<file path="config.mk">
export PLATFORM = sky130hd
export DESIGN_NAME = controle_multiciclo
export DESIGN_NICKNAME = d
export VERILOG_FILES = /design/src/rtl/controle_multiciclo.sv
export SDC_FILE = /design/constraint.sdc
export NUM_CORES = 1
export LEC_CHECK = 0
export ABC_AREA = 0
export BUFFER_PORTS_ARGS = -buffer_cell sky130_fd_sc_hd__buf_2
export CAP_MARGIN = 20
export CORE_MARGIN = 3
export CORE_UTILIZATION = 53
export DETAILED_ROUTE_END_ITERATION = 7
export MAX_ROUTING_LAYER = met4
export PLACE_DENSITY_LB_ADDON = 0.3
export RECOVER_POWER = 50
export REMOVE_ABC_BUFFERS = 1
export SYNTH_ARGS = -nofsm -noshare
export SYNTH_HDL_FRONTEND = slang
export SYNTH_SLANG_ARGS = --single-unit
</file>
<file path="constraint.sdc">
create_clock -name clk -period 2.8 [get_ports clk]
set_clock_uncertainty 0.2 [all_clocks]
set_input_delay 0.56 -clock clk [delete_from_list [all_inputs] [get_ports clk]]
set_output_delay 0.56 -clock clk [all_outputs]
set_load 0.01 [all_outputs]
</file>
<file path="src/rtl/controle_multiciclo.sv">
`default_nettype none
// ============================================================================
// Module      : controle_multiciclo
// Description : Multicycle main control FSM for an RV32I subset core
//               (lw, sw, beq, R-type, I-type ALU) with memory req/ready
//               handshake, timeout watchdog and retired-instruction counter.
// Revision    : 1.0 - initial release
// ============================================================================
module controle_multiciclo #(
  parameter int TIMEOUT = 16,
  parameter int CNT_W   = 32
) (
  input  logic             clk,
  input  logic             rst_n,
  input  logic [6:0]       opcode,
  input  logic             zero,
  input  logic             mem_ready,
  output logic             mem_req,
  output logic             mem_we,
  output logic             adr_src,
  output logic             ir_write,
  output logic             pc_write,
  output logic [1:0]       alu_src_a,
  output logic [1:0]       alu_src_b,
  output logic [1:0]       alu_op,
  output logic [1:0]       result_src,
  output logic             reg_write,
  output logic             instr_done,
  output logic             illegal_instr,
  output logic             bus_error,
  output logic [CNT_W-1:0] instret
);

  localparam int WAIT_W = (TIMEOUT > 1) ? $clog2(TIMEOUT) : 1;
  localparam logic [WAIT_W-1:0] WAIT_LAST = WAIT_W'((TIMEOUT > 0) ? TIMEOUT - 1 : 0);
  localparam logic WDOG_EN = (TIMEOUT != 0);

  localparam logic [6:0] OP_LW   = 7'b0000011;
  localparam logic [6:0] OP_SW   = 7'b0100011;
  localparam logic [6:0] OP_R    = 7'b0110011;
  localparam logic [6:0] OP_I    = 7'b0010011;
  localparam logic [6:0] OP_BEQ  = 7'b1100011;

  typedef enum logic [3:0] {
    FETCH    = 4'd0,
    DECODE   = 4'd1,
    MEMADR   = 4'd2,
    MEMREAD  = 4'd3,
    MEMWB    = 4'd4,
    MEMWRITE = 4'd5,
    EXECR    = 4'd6,
    EXECI    = 4'd7,
    ALUWB    = 4'd8,
    BEQ      = 4'd9,
    TRAP     = 4'd10
  } state_t;

  state_t            state, next_state;
  logic [WAIT_W-1:0] wait_cnt;
  logic              mem_state;
  logic              timeout_hit;

  // Watchdog condition: still waiting on memory in the last allowed cycle
  always_comb begin
    mem_state   = (state == FETCH) || (state == MEMREAD) || (state == MEMWRITE);
    timeout_hit = WDOG_EN && mem_state && !mem_ready && (wait_cnt == WAIT_LAST);
  end

  // Next-state and Moore/strobe decode; every strobe is forced low in reset
  always_comb begin
    next_state = state;
    mem_req    = 1'b0;
    mem_we     = 1'b0;
    adr_src    = 1'b0;
    ir_write   = 1'b0;
    pc_write   = 1'b0;
    alu_src_a  = 2'b00;
    alu_src_b  = 2'b00;
    alu_op     = 2'b00;
    result_src = 2'b00;
    reg_write  = 1'b0;
    instr_done = 1'b0;
    if (rst_n) begin
      case (state)
        FETCH: begin
          mem_req    = 1'b1;
          alu_src_b  = 2'b10;
          result_src = 2'b10;
          if (mem_ready) begin
            ir_write   = 1'b1;
            pc_write   = 1'b1;
            next_state = DECODE;
          end else if (timeout_hit) begin
            next_state = TRAP;
          end
        end
        DECODE: begin
          alu_src_a = 2'b01;
          alu_src_b = 2'b01;
          case (opcode)
            OP_LW, OP_SW: next_state = MEMADR;
            OP_R:         next_state = EXECR;
            OP_I:         next_state = EXECI;
            OP_BEQ:       next_state = BEQ;
            default:      next_state = TRAP;
          endcase
        end
        MEMADR: begin
          alu_src_a  = 2'b10;
          alu_src_b  = 2'b01;
          next_state = (opcode == OP_LW) ? MEMREAD : MEMWRITE;
        end
        MEMREAD: begin
          mem_req = 1'b1;
          adr_src = 1'b1;
          if (mem_ready)        next_state = MEMWB;
          else if (timeout_hit) next_state = TRAP;
        end
        MEMWB: begin
          result_src = 2'b01;
          reg_write  = 1'b1;
          instr_done = 1'b1;
          next_state = FETCH;
        end
        MEMWRITE: begin
          mem_req = 1'b1;
          mem_we  = 1'b1;
          adr_src = 1'b1;
          if (mem_ready) begin
            instr_done = 1'b1;
            next_state = FETCH;
          end else if (timeout_hit) begin
            next_state = TRAP;
          end
        end
        EXECR: begin
          alu_src_a  = 2'b10;
          alu_op     = 2'b10;
          next_state = ALUWB;
        end
        EXECI: begin
          alu_src_a  = 2'b10;
          alu_src_b  = 2'b01;
          alu_op     = 2'b10;
          next_state = ALUWB;
        end
        ALUWB: begin
          reg_write  = 1'b1;
          instr_done = 1'b1;
          next_state = FETCH;
        end
        BEQ: begin
          alu_src_a  = 2'b10;
          alu_op     = 2'b01;
          pc_write   = zero;
          instr_done = 1'b1;
          next_state = FETCH;
        end
        default: next_state = TRAP;
      endcase
    end
  end

  // State register
  always_ff @(posedge clk or negedge rst_n) begin
    if (!rst_n) state <= FETCH;
    else        state <= next_state;
  end

  // Watchdog counter: cleared on entering a memory state, counts idle waits
  always_ff @(posedge clk or negedge rst_n) begin
    if (!rst_n) begin
      wait_cnt <= '0;
    end else if ((next_state != state) &&
                 ((next_state == FETCH) || (next_state == MEMREAD) || (next_state == MEMWRITE))) begin
      wait_cnt <= '0;
    end else if (WDOG_EN && mem_state && !mem_ready) begin
      wait_cnt <= wait_cnt + 1'b1;
    end
  end

  // Sticky error flags, cleared only by reset
  always_ff @(posedge clk or negedge rst_n) begin
    if (!rst_n) begin
      illegal_instr <= 1'b0;
      bus_error     <= 1'b0;
    end else begin
      if ((state == DECODE) && (next_state == TRAP)) illegal_instr <= 1'b1;
      if (timeout_hit)                               bus_error     <= 1'b1;
    end
  end

  // Retired instruction counter, wraps naturally at all-ones
  always_ff @(posedge clk or negedge rst_n) begin
    if (!rst_n)          instret <= '0;
    else if (instr_done) instret <= instret + 1'b1;
  end

endmodule
`default_nettype wire

</file>
==> results.sh <==
export IMPL_fp_dieH_um=72.99
export IMPL_clkTransAtPathRegs_ps=80
export IMPL_max_cap_viol_count=0
export IMPL_irDropWorstVdd_mv=0.4584
export IMPL_cts_htree_levels=2
export IMPL_syn_to_final_growth_pct=17.10
export IMPL_highest_layer="met4"
export IMPL_ios=60
export IMPL_fin_crit_sh_pct=93.48
export IMPL_num_vias=1965
export IMPL_drt_iter0_drc=141
export IMPL_layout_commonest_cell="dfrtp_1"
export IMPL_cts_buffers=5
export IMPL_wl_met2_mm=2.374
export IMPL_clock_root_buffer="clkbuf_8"
export IMPL_antenna_found_initial=0
export IMPL_slew_headroom_pct=66.43
export IMPL_grt_pass1_vias=1776
export IMPL_finalSetupViolations=0
export IMPL_synthDistinctLibCells=54
export IMPL_async_reset_ff_share_pct=100.0
export IMPL_fmax_mhz=382.0
export IMPL_power_density_nw_per_um2=709.7
export IMPL_worstSetupEndpointType="output pin"
export IMPL_wl_met3_um=347
export IMPL_gp_congestion=0.9407
export IMPL_vias_per_cell=5.489
export IMPL_grt_pass1_wl_mm=8.293
export IMPL_pwr_share_comb_pct=37.5
export IMPL_seqPwrFrac_pct=42.5
export IMPL_hold_path_class="in -> async"
export IMPL_overflow=0
export IMPL_rsz0062_at_grt="false"
export IMPL_layout_common_cells="dfrtp_1 (40), buf_2 (35), nor2_1 (27)"
export IMPL_yosysSeqAreaShare_pct=44.19
export IMPL_ant_nets=0
export IMPL_leakagePower_uw=0.001332
export IMPL_clkLatencyLatePin_ps=290
export IMPL_crit_type="reg -> out"
export IMPL_fillers=350
export IMPL_synth_edff_count=0
export IMPL_ys_ff_latch=42
export IMPL_grt_usage_pct=20.87
export IMPL_fin_setup_tns_ps=0
export IMPL_chipWidth_um=72.99
export IMPL_worstMarginPinSlew_ps=503.5
export IMPL_cts_resized=1
export IMPL_clkPwrFrac_pct=20.0
export IMPL_swShare_pct=38.23
export IMPL_totalWireLength_mm=5.095
export IMPL_port_buffers=59
export IMPL_initial_core_util_pct=57.00
export IMPL_dp_final_hpwl_mm=3.829
export IMPL_post_route_min_period_ps=2618
export IMPL_numClockSinks=42
export IMPL_wl_met1_mm=2.325
export IMPL_cts_tree="built"
export IMPL_status="completed"
export IMPL_holdBufCountCts=0
export IMPL_nets=320
export IMPL_post_cts_buffers=0
export IMPL_diodes=0
export IMPL_final_hold_violation_count=0
export IMPL_p_int_uw=1221
export IMPL_core_um2=4173
export IMPL_r2r_slack_ps=300
export IMPL_drc=0
export IMPL_yosys_warnings=0
export IMPL_layout_drive_gt1_share_pct=20.78
export IMPL_syn_area_um2=2379
export IMPL_worstPathArrival_ps=1860
export IMPL_core_rowCount=23
export IMPL_grt_max_degree=44
export IMPL_cp_start_kind="flop"
export IMPL_dr_pass1_iters=4
export IMPL_path_max_fanout=17
export IMPL_die_area_um2=5328
export IMPL_postSynthCellCount=246
export IMPL_fin_total_pwr_uw=1977
export IMPL_cts_buffer_depth=2
export IMPL_required_ps=2040
export IMPL_syn_avg_cell_area_um2=9.669
export IMPL_p_switching_uw=755.7
export IMPL_finalMaxSlewViolations=0
export IMPL_ys_flop_type="dfrtp_1"
export IMPL_routedWlPerCell_um=14.23
critical path, cell delays in order (launching register included):
cell and delay, ps:
dfrtp_2 540, nor2b_1 250, nand2_1 210, nor3_2 200, and2_1 170, a21o_1 80
buf_2 120
sequential cells by signal, summed over array words and instances, names as in the netlist:
register and flops:
instret 32, state 4, wait_cnt 4, bus_error 1
illegal_instr 1
cells in the mapped netlist (all sizes together), types with 4 or more instances:
cell type | number | area share, %
inv | 6 | 0.95
a21o | 4 | 1.3
xor2 | 11 | 4.1
nor2 | 29 | 4.8
nor2b | 4 | 1.1
dfrtp | 42 | 44
nand3 | 15 | 3.2
a21oi | 5 | 1.1
nand2b | 9 | 2.4
nand2 | 23 | 3.6
and3 | 8 | 2.3
and2 | 5 | 1.3
buf | 7 | 1.8
nor3 | 6 | 1.5
xnor2 | 25 | 9.2
routing by layer:
layer	global-route usage, %	up-vias
li1	-	962
met1	28.33	927
met2	31.08	69
met3	6.061	7
met4	4.713	0
met5	-	-
power by group through the flow:
stage | clock (uW) | sequential [uW] | combinational, uW
after CTS | 406 | 833 | 748
after global placement | 0 | 835 | 730
after global routing | 435 | 860 | 814
after detailed placement | 0 | 841 | 743
final | 396 | 839 | 742
after floorplan | 0 | 831 | 493
kinds of logic after synthesis:
| logic type | share of synthesized area, % |
|---|---|
| compound gates | 9.784 |
| xor+xnor | 13.26 |
| fa+ha+maj | 1.052 |
| buf+inv | 3.209 |
| flops | 44.19 |
| mux | 1.315 |
| simple gates | 27.20 |
per-stage QoR:
stage	instances	area (um2)	hold slack, ps	util (%)	setup slack [ps]
2_1_floorplan	236	2325	64.41	-	456.7
3_3_place_gp	350	2720	249.6	65.19	235.6
3_5_place_dp	350	2720	251.8	65.19	232.3
4_1_cts	358	2813	23.65	67.41	79.60
5_1_grt	358	2785	159.2	66.75	56.86
6_report	358	2785	119.1	66.75	182.4
final cells by class:
cell class                 instances  area [um2]  area share, %
clock inverter                     1       5.005         0.1797
multi-input combinational        188        1256          45.10
timing repair buffer              64       299.0          10.74
tap                               50       62.56          2.246
clock buffer                       7       86.33          3.100
inverter                           6       22.52         0.8086
sequential                        42        1054          37.83
worst paths after layout:
kind                             start           to  depth (start not counted)
min reg2reg                instret[31]  instret[31]                          1
min in group clk           instret[31]  instret[31]                          1
max in group asynchronous        rst_n     state[1]                          2
max                           state[1]     pc_write                          6
max reg2reg                wait_cnt[0]  wait_cnt[0]                          8
min                              rst_n   instret[1]                          2
No activity file was read; power rests on OpenSTA's default activity.
